**config.mk**
```make
export PLATFORM = sky130hd
export DESIGN_NAME = z80_io_portbank
export DESIGN_NICKNAME = d
export VERILOG_FILES = /design/src/rtl/z80_io_portbank.sv
export SDC_FILE = /design/constraint.sdc
export NUM_CORES = 1
export LEC_CHECK = 0
export ABC_CLOCK_PERIOD_IN_PS = 1600
export CORE_MARGIN = 3
export CORE_UTILIZATION = 38
export CTS_BUF_LIST = sky130_fd_sc_hd__clkbuf_16
export CTS_CLUSTER_DIAMETER = 50
export DETAILED_ROUTE_END_ITERATION = 8
export PLACE_DENSITY = 0.75
export SLEW_MARGIN = 20
export SYNTH_ARGS = -nofsm -noshare
export SYNTH_HDL_FRONTEND = slang
export SYNTH_SLANG_ARGS = --single-unit
```
**constraint.sdc**
```tcl
create_clock -name clk -period 1.6 [get_ports clk]
set_input_delay 0.32 -clock clk [delete_from_list [all_inputs] [get_ports clk]]
set_output_delay 0.32 -clock clk [all_outputs]
set_load 0.01 [all_outputs]
```
**src/rtl/z80_io_portbank.sv**
```systemverilog
// z80_io_portbank: NPORTS consecutive Z80 I/O ports with latched output registers,
// per-port read source, programmable WAIT insertion and one-cycle access strobes.
module z80_io_portbank #(
  parameter int          NPORTS      = 4,
  parameter logic [7:0]  BASE        = 8'hEC,
  parameter int          WAIT_CYCLES = 1,
  parameter logic [7:0]  RESET_VAL   = 8'h00,
  parameter logic [7:0]  RD_MODE     = 8'h00
) (
  input  logic                  clk,
  input  logic                  reset,
  input  logic                  iorq,
  input  logic                  rd,
  input  logic                  wr,
  input  logic                  m1,
  input  logic [7:0]            A,
  input  logic [7:0]            D_in,
  output logic [7:0]            D_out,
  output logic                  D_oe,
  input  logic                  jump,
  input  logic [NPORTS*8-1:0]   ext_din,
  output logic [NPORTS*8-1:0]   port_q,
  output logic [NPORTS-1:0]     wr_stb,
  output logic [NPORTS-1:0]     rd_stb,
  output logic                  sel,
  output logic                  wait_n
);

  typedef enum logic [1:0] {S_HOLD, S_IDLE, S_WAIT} state_t;

  localparam logic [3:0] CNT_LOAD = (WAIT_CYCLES > 0) ? 4'(WAIT_CYCLES - 1) : 4'd0;

  state_t                 state_q;
  logic [3:0]             cnt_q;
  logic                   wr_done_q, rd_done_q, wait_n_q;
  logic [NPORTS-1:0][7:0] lane_q;

  logic [7:0] a_off;
  logic [2:0] idx;
  logic       in_rng, hit, active, wr_fire, rd_fire;

  // A >= BASE guarantees a_off did not wrap, so the offset compare bounds the range.
  assign a_off  = A - BASE;
  assign idx    = a_off[2:0];
  assign in_rng = (A >= BASE) && (a_off < 8'(NPORTS));
  assign hit    = jump & ~iorq & m1 & in_rng;
  assign sel    = hit;
  assign D_oe   = hit & ~rd & wr;
  assign active = (state_q != S_HOLD);
  assign wr_fire = active & hit & ~wr & ~wr_done_q;
  assign rd_fire = active & hit & ~rd & wr & ~rd_done_q;
  assign wait_n  = wait_n_q;
  assign port_q  = lane_q;

  always_comb begin
    D_out = '0;
    for (int i = 0; i < NPORTS; i++)
      if (idx == 3'(i)) D_out = RD_MODE[i] ? ext_din[8*i +: 8] : lane_q[i];
  end

  // Access sequencer: HOLD is the only way back to IDLE, so one I/O cycle is one access.
  always_ff @(posedge clk) begin
    if (reset) begin
      state_q   <= S_HOLD;
      cnt_q     <= 4'd0;
      wr_done_q <= 1'b0;
      rd_done_q <= 1'b0;
      wait_n_q  <= 1'b1;
    end else begin
      if (wr_fire) wr_done_q <= 1'b1;
      if (rd_fire) rd_done_q <= 1'b1;
      case (state_q)
        S_HOLD: begin
          wr_done_q <= 1'b0;
          rd_done_q <= 1'b0;
          if (iorq) state_q <= S_IDLE;
        end
        S_IDLE: begin
          if (hit) begin
            if (WAIT_CYCLES > 0) begin
              state_q  <= S_WAIT;
              cnt_q    <= CNT_LOAD;
              wait_n_q <= 1'b0;
            end else begin
              state_q <= S_HOLD;
            end
          end
        end
        S_WAIT: begin
          if (cnt_q == 4'd0 || !jump) begin
            state_q  <= S_HOLD;
            cnt_q    <= 4'd0;
            wait_n_q <= 1'b1;
          end else begin
            cnt_q <= cnt_q - 4'd1;
          end
        end
        default: state_q <= S_HOLD;
      endcase
    end
  end

  for (genvar i = 0; i < NPORTS; i++) begin : g_port
    z80_io_port_lane #(.RESET_VAL(RESET_VAL)) u_lane (
      .clk      (clk),
      .reset    (reset),
      .wr_en_i  (wr_fire & (idx == 3'(i))),
      .rd_en_i  (rd_fire & (idx == 3'(i))),
      .din_i    (D_in),
      .q_o      (lane_q[i]),
      .wr_stb_o (wr_stb[i]),
      .rd_stb_o (rd_stb[i])
    );
  end

endmodule

// One port: latched output register plus registered access strobes.
module z80_io_port_lane #(
  parameter logic [7:0] RESET_VAL = 8'h00
) (
  input  logic       clk,
  input  logic       reset,
  input  logic       wr_en_i,
  input  logic       rd_en_i,
  input  logic [7:0] din_i,
  output logic [7:0] q_o,
  output logic       wr_stb_o,
  output logic       rd_stb_o
);

  logic [7:0] q_q;
  logic       wr_stb_q, rd_stb_q;

  always_ff @(posedge clk) begin
    if (reset) begin
      q_q      <= RESET_VAL;
      wr_stb_q <= 1'b0;
      rd_stb_q <= 1'b0;
    end else begin
      if (wr_en_i) q_q <= din_i;
      wr_stb_q <= wr_en_i;
      rd_stb_q <= rd_en_i;
    end
  end

  assign q_o      = q_q;
  assign wr_stb_o = wr_stb_q;
  assign rd_stb_o = rd_stb_q;

endmodule
```
==> impl_metrics.ini <==
[place]
dpl.hpwl_mm = 4.75
routabilityCongestion = 0.751
port-buffer-count = 73

[synthesis]
syn-instance-count = 219
synth.net_count = 275
mappedNetlistArea_um2 = 2350
ys_dominant_reg_cell = sky130_fd_sc_hd__dfxtp_1
yosys_warnings = 0
synth_enable_flop_cells = 0
synth_largest_type_area_fraction_pct = 41.7
synth-seq-cells = 49
netlist_cell_types = 41
synth_top_cells_by_area = sky130_fd_sc_hd__dfxtp_1 (42%), sky130_fd_sc_hd__mux2i_1 (14%), sky130_fd_sc_hd__nand2b_1 (11%)
synth.avg_cell_area_um2 = 10.7
postSynth.asyncResetShare_pct = 0
area_leader_netlist = sky130_fd_sc_hd__dfxtp_1
synth.yosys.seq_area_share_pct = 41.7

[clock_network]
cts-buffers-inserted = 5
clock_tree.root_cell = sky130_fd_sc_hd__clkbuf_16
cts.clk_slew.worst_paths_ns = 0.06
clock_sinks = 49
cts.htree.levels = 2
cts_hold_buf = 0
clock_path_buffers = 2
cts_tree = yes
insertion_delay_ns = 0.28

[drt]
vias_per_cell = 4.80
drc = 0
post_drt_wl_per_cell_um = 15.0
detail_route.iter0.violations = 104
dr.pass1.iters = 4
detail_route.wirelength_mm = 6.30
detailroute.via_count = 2019
drtAntennaViolNets = 0

[power_and_ir_drop]
power_mw = 2.41
power_density_nw_per_um2 = 634
max_rail_drop_vdd_mv = 0.414
power.static_leakage_nw = 2.03

[die]
die_area_um2 = 7170
chipWidth_um = 84.7
initial_core_utilization_pct = 39.5
io-pin-count = 106
rows = 28
design.core.area_um2 = 5960
die_h_um = 84.7

[sta]
finalMaxSlewViolations = 0
min_period_ns = 1.67
grt_setup_unrepaired = yes
period_share_pct = 104
skew_ns = 0.00405
timing.final.setup_violations = 8
postLayoutSetupSlackWorst_ns = -0.0657
timing.slew.headroom_pct = 77.3
fin_hold_ws_ns = 0.435
clock.fmax_mhz = 600
pin_slew_with_the_least_headroom_to_its_limit_ns = 0.332
timing.final.hold_violations = 0

[run]
cap_viol_max_count = 0

[global_routing]
grt_usage_pct = 17.9
globalRouteOverflowTotal = 0
grt_pass1_wl_mm = 10.1
number_of_global_route_vias_before_repair = 2074
antenna_violations_before_repair = 0
grt_start_max_net_pins = 27

[layout]
layout.area.seq_um2 = 997
design.final.nets = 402
ratio_of_cells_with_drive_above_1_in_the_final_layout_pct = 38.2
multi_input_area_um2 = 1270
layout.filler_cells = 507
area.growth.synth_to_final_pct = 61.7
antennaDiodeCount = 0

[run_status]
run_status = finished, violations left
violations = setup timing

[setup_path]
worstSetupStartpoint = g_port[1].u_lane.q_o[2]
critical_path_peak_fanout = 2
rrSetupSlack_ns = 0.14
regToRegStartpoint = state_q[0]
crit_end = D_out[2]
worst-setup-path-type = reg -> out
setup.worst_path.start_class = flop
arrival_ns = 1.35
critical_path_required_ns = 1.28
rr_worst_depth = 6
cp-end-kind = primary output
reg2reg_to = g_port[1].u_lane.q_o[3]

[worst_hold_path]
hold_path.class = in -> reg
-- worst max-delay path, cell delays in order, from the launching register on --
cell	delay, ns
sky130_fd_sc_hd__dfxtp_2	0.32
sky130_fd_sc_hd__mux4_2	0.46
sky130_fd_sc_hd__and2_4	0.15
sky130_fd_sc_hd__buf_2	0.13
-- how the worst min path moves through the flow --
| stage | startpoint | end | slack [ns] | cells past startpoint |
|---|---|---|---|---|
| floorplan | rd_done_q | rd_done_q | 0.44 | 1 |
| global placement | rd_done_q | rd_done_q | 0.45 | 1 |
| detailed placement | rd_done_q | rd_done_q | 0.46 | 1 |
| CTS | iorq | state_q[0] | 0.45 | 4 |
| global route | iorq | state_q[0] | 0.47 | 4 |
| finish | iorq | state_q[0] | 0.44 | 4 |
-- cell families after synthesis --
group	after synthesis	share of synthesized area [%]
buf+inv	28	6.97
xor+xnor	1	0.372
mux	41	21.8
compound gates	12	3.88
fa+ha+maj	1	0.532
flops	49	41.7
simple gates	87	24.8
-- where the power goes --
part,internal (mW),switching [mW]
logic,0.118,0.0891
clock network,0.559,0.420
registers,1.22,0.00314
-- cell usage in the layout, fill, tap and decap left out, types with 5 or more instances in the layout --
cell type and n:
sky130_fd_sc_hd__and2_4 6, sky130_fd_sc_hd__clkbuf_16 5, sky130_fd_sc_hd__buf_2 7, sky130_fd_sc_hd__dlygate4sd2_1 14, sky130_fd_sc_hd__buf_4 61, sky130_fd_sc_hd__nand2b_1 41
sky130_fd_sc_hd__nor2_1 9, sky130_fd_sc_hd__mux4_2 8, sky130_fd_sc_hd__inv_1 6, sky130_fd_sc_hd__clkdlybuf4s50_1 30, sky130_fd_sc_hd__dfxtp_1 36, sky130_fd_sc_hd__dfxtp_2 13
sky130_fd_sc_hd__mux2i_1 32, sky130_fd_sc_hd__buf_6 13, sky130_fd_sc_hd__dlymetal6s2s_1 14
-- per-layer routing --
metal / wire (um) / vias up / GRT usage, %
li1: - / 1000 / -
met1: 2730 / 959 / 21.5
met2: 3220 / 54 / 31.7
met3: 298 / 6 / 5.00
met4: 52 / 0 / 4.32
met5: 0 / - / 0
-- state kept, by name, indices dropped and copies added, names as in the netlist --
| signal | count |
|---|---|
| wait_n | 1 |
| g_port.u_lane.rd_stb_o | 4 |
| g_port.u_lane.q_o | 32 |
| cnt_q | 4 |
| g_port.u_lane.wr_stb_o | 4 |
| wr_done_q | 1 |
| rd_done_q | 1 |
| state_q | 2 |
-- cells in the mapped netlist, types with 2 or more instances --
library cell and number:
sky130_fd_sc_hd__o21a_1 2, sky130_fd_sc_hd__nand3_1 3, sky130_fd_sc_hd__nor3_1 3, sky130_fd_sc_hd__mux4_2 8, sky130_fd_sc_hd__buf_4 10, sky130_fd_sc_hd__nor2_1 9, sky130_fd_sc_hd__inv_1 5, sky130_fd_sc_hd__nor3b_1 3
sky130_fd_sc_hd__and2_1 8, sky130_fd_sc_hd__buf_6 2, sky130_fd_sc_hd__dfxtp_1 49, sky130_fd_sc_hd__a21o_1 3, sky130_fd_sc_hd__nand2_1 3, sky130_fd_sc_hd__nand4b_1 2, sky130_fd_sc_hd__mux2i_1 32, sky130_fd_sc_hd__nand4b_2 2
sky130_fd_sc_hd__clkbuf_1 6, sky130_fd_sc_hd__buf_2 5, sky130_fd_sc_hd__nor2_2 2, sky130_fd_sc_hd__nand2b_1 41
-- stage by stage --
| step | setup WS (ns) | setup TNS (ns) | instance area (um2) | utilization [%] | instances |
|---|---|---|---|---|---|
| floorplan | 0.0654 | 0 | 2350 | - | 219 |
| global placement | -0.802 | -27.29 | 3530 | 59.3 | 409 |
| detailed placement | -0.831 | -27.91 | 3530 | 59.3 | 409 |
| CTS | -0.0737 | -0.457 | 3700 | 62.1 | 418 |
| global route | -0.107 | -0.570 | 3800 | 63.9 | 421 |
| finish | -0.0657 | -0.355 | 3800 | 63.9 | 421 |
-- area by class of cell --
cell class	count	share of cell area, %
inverters	5	0.493
multi-input cells	142	33.3
clock inverters	2	0.197
repair buffers	143	34.0
flip-flops and latches	49	26.2
well taps	75	2.47
clock buffers	5	3.29
-- repair_timing --
item	CTS	global route
gates cloned	0	0
endpoints found under the setup margin	58	45
buffers inserted	2	3
hold endpoints to repair	0	0
pin swaps	11	3
resized for setup	95	32
Note: power is estimated with default switching activity, not from simulation.
